$ cat src/rtl/mbus_sram_arbiter.sv
// mbus_sram_arbiter: owns the 8-bit multiplexed external SRAM bus (address
// latch + 128x4 SRAM) and shares it between port A (CPU core) and port B
// (loader/debug engine) with round-robin arbitration. Every access runs
// IDLE -> ADDR -> DATA -> DONE -> IDLE, and all outputs are registered.
//
// Ports:
//   clk, rst_n                  clock, asynchronous active-low reset
//   a_req/a_we/a_addr/a_wdata   port A request (held until a_ack)
//   a_ack, a_rdata              port A completion pulse and read data
//   b_req/b_we/b_addr/b_wdata   port B request (held until b_ack)
//   b_ack, b_rdata              port B completion pulse and read data
//   bus_out                     [7]=1: address phase, [6:0]=addr
//                               [7]=0: data phase, [5]=we_n, [4]=strobe_n, [3:0]=wdata
//   bus_in                      SRAM read data
//   busy                        high whenever the FSM is not idle
//   grant_b                     0: port A owns/last owned the bus, 1: port B
module mbus_sram_arbiter #(
  parameter int unsigned ADDR_CYCLES = 1,
  parameter int unsigned DATA_CYCLES = 2
) (
  input  logic       clk,
  input  logic       rst_n,
  input  logic       a_req,
  input  logic       a_we,
  input  logic [6:0] a_addr,
  input  logic [3:0] a_wdata,
  output logic       a_ack,
  output logic [3:0] a_rdata,
  input  logic       b_req,
  input  logic       b_we,
  input  logic [6:0] b_addr,
  input  logic [3:0] b_wdata,
  output logic       b_ack,
  output logic [3:0] b_rdata,
  output logic [7:0] bus_out,
  input  logic [3:0] bus_in,
  output logic       busy,
  output logic       grant_b
);

  localparam int unsigned AW   = 7;
  localparam int unsigned DW   = 4;
  localparam int unsigned BW   = 8;
  localparam int unsigned MAXC = (ADDR_CYCLES > DATA_CYCLES) ? ADDR_CYCLES : DATA_CYCLES;
  localparam int unsigned CW   = (MAXC > 1) ? $clog2(MAXC + 1) : 1;

  localparam logic [BW-1:0] BUS_IDLE  = 8'h30;
  localparam logic [CW-1:0] ADDR_LAST = CW'(ADDR_CYCLES - 1);
  localparam logic [CW-1:0] DATA_LAST = CW'(DATA_CYCLES - 1);

  typedef enum logic [1:0] {
    S_IDLE = 2'd0,
    S_ADDR = 2'd1,
    S_DATA = 2'd2,
    S_DONE = 2'd3
  } state_e;

  state_e          state_q, state_d;
  logic [CW-1:0]   cnt_q, cnt_d;
  logic            gnt_b_q, gnt_b_d;
  logic            we_q, we_d;
  logic [AW-1:0]   addr_q, addr_d;
  logic [DW-1:0]   wdata_q, wdata_d;
  logic [BW-1:0]   bus_q, bus_d;
  logic            a_ack_q, a_ack_d;
  logic            b_ack_q, b_ack_d;
  logic [DW-1:0]   a_rdata_q, a_rdata_d;
  logic [DW-1:0]   b_rdata_q, b_rdata_d;
  logic            busy_q, busy_d;
  logic            pick_b;

  // State and output registers; reset leaves the bus idle with A favoured.
  always_ff @(posedge clk or negedge rst_n) begin
    if (!rst_n) begin
      state_q   <= S_IDLE;
      cnt_q     <= '0;
      gnt_b_q   <= 1'b1;
      we_q      <= 1'b0;
      addr_q    <= '0;
      wdata_q   <= '0;
      bus_q     <= BUS_IDLE;
      a_ack_q   <= 1'b0;
      b_ack_q   <= 1'b0;
      a_rdata_q <= '0;
      b_rdata_q <= '0;
      busy_q    <= 1'b0;
    end else begin
      state_q   <= state_d;
      cnt_q     <= cnt_d;
      gnt_b_q   <= gnt_b_d;
      we_q      <= we_d;
      addr_q    <= addr_d;
      wdata_q   <= wdata_d;
      bus_q     <= bus_d;
      a_ack_q   <= a_ack_d;
      b_ack_q   <= b_ack_d;
      a_rdata_q <= a_rdata_d;
      b_rdata_q <= b_rdata_d;
      busy_q    <= busy_d;
    end
  end

  // Next-state, arbitration and registered-output computation.
  always_comb begin
    state_d   = state_q;
    cnt_d     = cnt_q;
    gnt_b_d   = gnt_b_q;
    we_d      = we_q;
    addr_d    = addr_q;
    wdata_d   = wdata_q;
    a_ack_d   = 1'b0;
    b_ack_d   = 1'b0;
    a_rdata_d = a_rdata_q;
    b_rdata_d = b_rdata_q;
    pick_b    = 1'b0;

    case (state_q)
      S_IDLE: begin
        if (a_req || b_req) begin
          // On a tie the port that did not own the bus last wins.
          pick_b  = b_req && (!a_req || !gnt_b_q);
          gnt_b_d = pick_b;
          we_d    = pick_b ? b_we    : a_we;
          addr_d  = pick_b ? b_addr  : a_addr;
          wdata_d = pick_b ? b_wdata : a_wdata;
          cnt_d   = '0;
          state_d = S_ADDR;
        end
      end
      S_ADDR: begin
        if (cnt_q == ADDR_LAST) begin
          cnt_d   = '0;
          state_d = S_DATA;
        end else begin
          cnt_d = cnt_q + CW'(1);
        end
      end
      S_DATA: begin
        if (cnt_q == DATA_LAST) begin
          cnt_d   = '0;
          state_d = S_DONE;
          a_ack_d = !gnt_b_q;
          b_ack_d = gnt_b_q;
          // Read data is taken on the last data cycle, together with the ack.
          if (!we_q) begin
            if (gnt_b_q) b_rdata_d = bus_in;
            else         a_rdata_d = bus_in;
          end
        end else begin
          cnt_d = cnt_q + CW'(1);
        end
      end
      S_DONE: begin
        state_d = S_IDLE;
      end
      default: begin
        state_d = S_IDLE;
      end
    endcase

    // Bus drive follows the state being entered so it lines up with the state register.
    case (state_d)
      S_ADDR:  bus_d = {1'b1, addr_d};
      S_DATA:  bus_d = {2'b00, ~we_d, 1'b0, (we_d ? wdata_d : 4'h0)};
      default: bus_d = BUS_IDLE;
    endcase

    busy_d = (state_d != S_IDLE);
  end

  assign a_ack   = a_ack_q;
  assign b_ack   = b_ack_q;
  assign a_rdata = a_rdata_q;
  assign b_rdata = b_rdata_q;
  assign bus_out = bus_q;
  assign busy    = busy_q;
  assign grant_b = gnt_b_q;

endmodule

$ cat config.mk
export PLATFORM = sky130hd
export DESIGN_NAME = mbus_sram_arbiter
export DESIGN_NICKNAME = d
export VERILOG_FILES = /design/src/rtl/mbus_sram_arbiter.sv
export SDC_FILE = /design/constraint.sdc
export NUM_CORES = 1
export LEC_CHECK = 0
export ABC_CLOCK_PERIOD_IN_PS = 2400
export BUFFER_PORTS_ARGS = -buffer_cell sky130_fd_sc_hd__buf_2
export CAP_MARGIN = 20
export CORE_MARGIN = 4
export CORE_UTILIZATION = 40
export DETAILED_ROUTE_END_ITERATION = 12
export PLACE_DENSITY_LB_ADDON = 0.12
export RECOVER_POWER = 25
export SYNTH_ARGS = -nofsm -noshare
export SYNTH_HDL_FRONTEND = slang
export SYNTH_SLANG_ARGS = --single-unit
$ cat constraint.sdc
create_clock -name clk -period 2.4 [get_ports clk]
set_input_delay 0.48 -clock clk [delete_from_list [all_inputs] [get_ports clk]]
set_output_delay 0.48 -clock clk [all_outputs]
set_load 0.02 [all_outputs]
# Word-level counts from Yosys, hierarchy flattened

Index checks and enable logic that the tools add are counted.

Register bits after elaboration: 36
Latch bits: 0
Memory bits (writable): 0
Bits in read-only memories: 0
Input bits: 32
Output and inout bits: 20
Logic and storage cells: 59
Memories: 0

Add/sub/neg operators: 1
Multiply operators: 0
Divide/modulo/power cells: 0
Order comparisons: 0
Eq/ne operators: 7
Shifts and indexed selects: 0
Muxes and demuxes: 23
Bitwise gates (word level): 3
Reductions and logical operators: 13

Operator list:

| operator                                       | number |
|---|---|
| 2-to-1 mux 7 bit                               | 3 |
| 2-to-1 mux 4 bit                               | 4 |
| one-hot mux 8 bit (2 select lines)             | 1 |
| 2-to-1 mux 2 bit                               | 6 |
| one-hot mux 2 bit (4 select lines)             | 1 |
| AND reduction 4 bit                            | 2 |
| 2-to-1 mux 1 bit                               | 7 |
| == test 2 x 1 -> 1 bit (second input constant) | 3 |
| == test 2 bit (second input constant)          | 3 |
| one-hot mux 2 bit (3 select lines)             | 1 |
| logical NOT 2 bit                              | 2 |
| AND reduction 2 bit                            | 2 |
| NOT 1 bit                                      | 3 |
| nonzero test 3 bit                             | 1 |
| adder 2 x 1 -> 2 bit (second input constant)   | 1 |
| logical NOT 1 bit                              | 2 |
| logical OR 1 bit                               | 2 |
| inequality test 2 bit (second input constant)  | 1 |
| nonzero test 2 bit                             | 1 |
| logical AND 1 bit                              | 1 |

# Logic depth before layout (Yosys ltp)

Depth after elaboration: 8
Gate-level depth with buffers: 10
Mapped depth without buffers: 10

# Worst setup path after synthesis

No wires, ideal clock.

Path type: register to register
Start point: register state_q[0]
End point: register bus_q[0] (netlist: bus_out[0])
Setup time: 0.122 ns
Data arrival time: 1.894 ns
Data required time: 2.278 ns
Slack: 0.385 ns
Cell stages (with the launch flop): 10
Buffers on the path: 0
Period minus slack after synthesis: 2.015 ns
Path through: dfrtp_1 > inv_1 > ha_1 > nor2_1 > nor2_1 > o21ai_0 > ha_1 > nand2_1 > nor3_2 > a32o_1

Longest elaborated chain between the ends: 4
Elaborated cells between the ends (all ways): 15

Ends and longest elaborated chain:

| what                                                       | RTL line | text |
|---|---|---|
| from (decl)                                                | 58       | `state_e state_q, state_d;` |
| from (signal assigned)                                     | 88       | `state_q <= state_d;` |
| == test 2 bit (tied with other cells)                      | 117      | `case (state_q)` |
| one-hot mux 2 bit (4 select lines) (tied with other cells) | 117      |  |
| == test 2 bit (tied with other cells)                      | 162      | `case (state_d)` |
| one-hot mux 8 bit (2 select lines) *                       | 162      |  |
| net bus_d[0]                                               | 64       | `logic [BW-1:0] bus_q, bus_d;` |
| to (signal assigned)                                       | 94       | `bus_q <= bus_d;` |
| to (decl)                                                  | 64       |  |

The timed path passes the listed nets; every way through them passes the cells marked *.
A chain may end at the register's enable or synchronous reset.

# Final worst setup path

Start point: register state_q[1]
End point: register bus_q[3] (netlist: bus_out[3])

The elaborated chain is that of the path after synthesis.

==> results.toml <==
[run_status]
outcome = "finished clean"

[route]
first_pass_iters = 5
dr_wl_met3_um = 272
wl_met2_mm = 1.93
ant_nets = 0
routedWlPerCell_um = 14.6
viasPerCell = 5.15
drtIter0Drc = 113
routed_wl_mm = 3.88
highest_layer = "met4"
vias = 1371
wl_met1_mm = 1.60
remaining_drc_errors = 0

[sta]
finalSetupViolCount = 0
fmax_ghz = 0.449
fin_crit_sh_pct = 92.7
final-hold-violation-count = 0
fin_skew_ns = 0.00583
setup_tns_ns = 0
drv_slew = 0
worst_slew_pin_slew_ns = 0.790
rsz0062_at_grt = "no"
fin_crit_ns = 2.22
slew_headroom_pct = 47.4
setup_ws_ns = 0.175

[critical_path]
critPathMaxFanout = 7
required_ns = 2.62
arrival_ns = 2.45
reg2reg_depth = 10
path_class = "reg2reg"
rrSetupSlack_ns = 0.18
end_kind = "flop"
cp-start-kind = "flop"
regToRegStartpoint = "state_q[1]$_DFF_PN0_"
rr_endpoint = "bus_out[3]$_DFF_PN0_"

[clock_network]
cts_root_buffer = "clkbuf_8"
cts_max_path_buffers = 2
clk_pin_slew_worst_paths_ns = 0.07
numCtsBuffers = 5
h-tree-depth = 2
clk_latency_ns = 0.28
cts_sinks = 36
tritoncts = "built"
holdBufCountCts = 0
cts_setup_buffers = 0

[die]
coreArea_um2 = 4120
start_util_pct = 42.3
rows = 23
chipHeight_um = 73.9
io_pins = 52
die_w_um = 73.9
dieArea_um2 = 5470

[global_routing]
grt_usage_pct = 15.6
antenna_found_initial = 0
gr-total-overflow = 0
grt_max_degree = 37
grt_pass1_vias = 1437
grt_pass1_wl_mm = 6.60

[synth]
ys_seq_area_share_pct = 52.0
synthesis.area_um2 = 1740
synth_edf_count = 0
synthTopCellsByArea = "dfrtp_1 47%, ha_1 8.6%, a21oi_1 5.5%, mux2_2 5.2%, dfstp_2 4.5%"
syn_area_per_cell_um2 = 10.8
netlist.area_leader.share_pct = 47.5
synth_commonest_cells = "33 x dfrtp_1, 20 x nor2_1, 19 x a21oi_1"
synth_ff_type = "dfrtp_1"
synth-seq-cells = 36
synth.distinct_cells = 32
yosys_warnings = 0
syn_inst = 161
synth_async_sr_flop_share_pct = 100
syn_nets = 205
yosysTopAreaCell = "dfrtp_1"
synth_most_common_cell = "dfrtp_1"

[power_and_ir_drop]
p_per_area_nw_per_um2 = 1270
p_leak_nw = 1.06
vdd_drop_max_mv = 0.514

[cells_and_area]
n_antenna_cell = 0
synthToLayoutAreaGrowth_pct = 24.8
nets = 259
drive_gt1_share_pct = 37.5
fin_area_um2 = 2170

[place]
placed_cell_area_um2 = 2020
dpl.hpwl_mm = 2.96
dpl_worst_slack_ns = 0.0796
gp_congestion = 0.866
portBuffers = 51

[flow_run]
maxCapViolCount = 0

[min_path]
holdCritPathClass = "in2async"
==> worst max-delay path by stage <==
stage | from | depth (start not counted) | endpoint | slack [ns]
floorplan | state_q[0]$_DFF_PN0_ | 9 | bus_out[0]$_DFF_PN0_ | 0.38
global placement | state_q[0]$_DFF_PN0_ | 10 | bus_out[2]$_DFF_PN0_ | 0.29
detailed placement | state_q[0]$_DFF_PN0_ | 10 | bus_out[3]$_DFF_PN0_ | 0.08
CTS | state_q[0]$_DFF_PN0_ | 10 | bus_out[3]$_DFF_PN0_ | 0.09
global route | state_q[1]$_DFF_PN0_ | 10 | bus_out[2]$_DFF_PN0_ | 0.004
finish | state_q[1]$_DFF_PN0_ | 10 | bus_out[3]$_DFF_PN0_ | 0.18
==> timing repair <==
item / CTS / global route
setup endpoints to repair: 0 / 4
gates resized for setup: 0 / 5
hold endpoints to repair: 0 / 0
==> worst max-delay path, stage by stage (launching register included) <==
cell	delay, ns
dfrtp_1	0.43
inv_1	0.13
ha_1	0.24
and3b_1	0.18
o22a_1	0.13
nor2_1	0.05
a21o_1	0.17
ha_2	0.39
nand2_1	0.10
nor3_4	0.18
a32o_1	0.16
==> routing by layer <==
metal	track usage [%]	up-vias
met4	6.24	0
met5	0	-
met3	3.92	9
li1	-	664
met1	19.3	653
met2	26.3	45
==> cell usage in the layout, fill, tap and decap left out, types with 2 or more instances in the layout <==
cell,count
a21oi_1,19
a31oi_1,3
a32o_1,5
and3_1,3
buf_2,51
clkbuf_8,7
dfrtp_1,32
dfstp_2,3
ha_1,10
inv_1,8
mux2_2,8
nand2_1,18
nand3_1,2
nor2_1,20
nor3_1,2
o21ai_0,5
==> logic make-up after synthesis <==
kind of cell / count (synthesis) / synth area share (%)
AO/OA/AOI/OAI: 43 / 17.7
adder cells (fa/ha/maj): 12 / 8.63
buffers and inverters: 13 / 4.17
flip-flops: 36 / 52.0
multiplexers: 8 / 5.18
AND/OR/NAND/NOR: 49 / 12.3
==> flip-flops by register name, summed over array words and instances (netlist names) <==
name	cells
bus_out	8
addr_q	7
a_rdata	4
b_rdata	4
wdata_q	4
cnt_q	2
state_q	2
a_ack	1
b_ack	1
busy	1
grant_b	1
we_q	1
==> power breakdown <==
part / internal, mW / switching, mW
combinational: 0.474 / 0.736
sequential: 0.858 / 0.110
clock: 0.367 / 0.216
==> area by class of cell <==
class / instances / area [um^2]
sequential: 36 / 906
fill: 389 / 1940
inverter: 8 / 30.0
tap: 50 / 62.6
timing repair buffer: 52 / 263
multi-input combinational: 112 / 783
clock buffer: 7 / 96.3
clock inverter: 1 / 30.0
==> through the flow <==
step	hold WS, ns	power, mW	utilization [%]	cells
after floorplan	0.184	1.82	-	161
after global placement	0.482	2.13	49.1	258
after detailed placement	0.490	2.18	49.1	258
after CTS	0.309	2.76	52.2	266
after global routing	0.349	2.98	52.8	266
final	0.278	2.76	52.8	266
(Power assumes the default switching activity.)
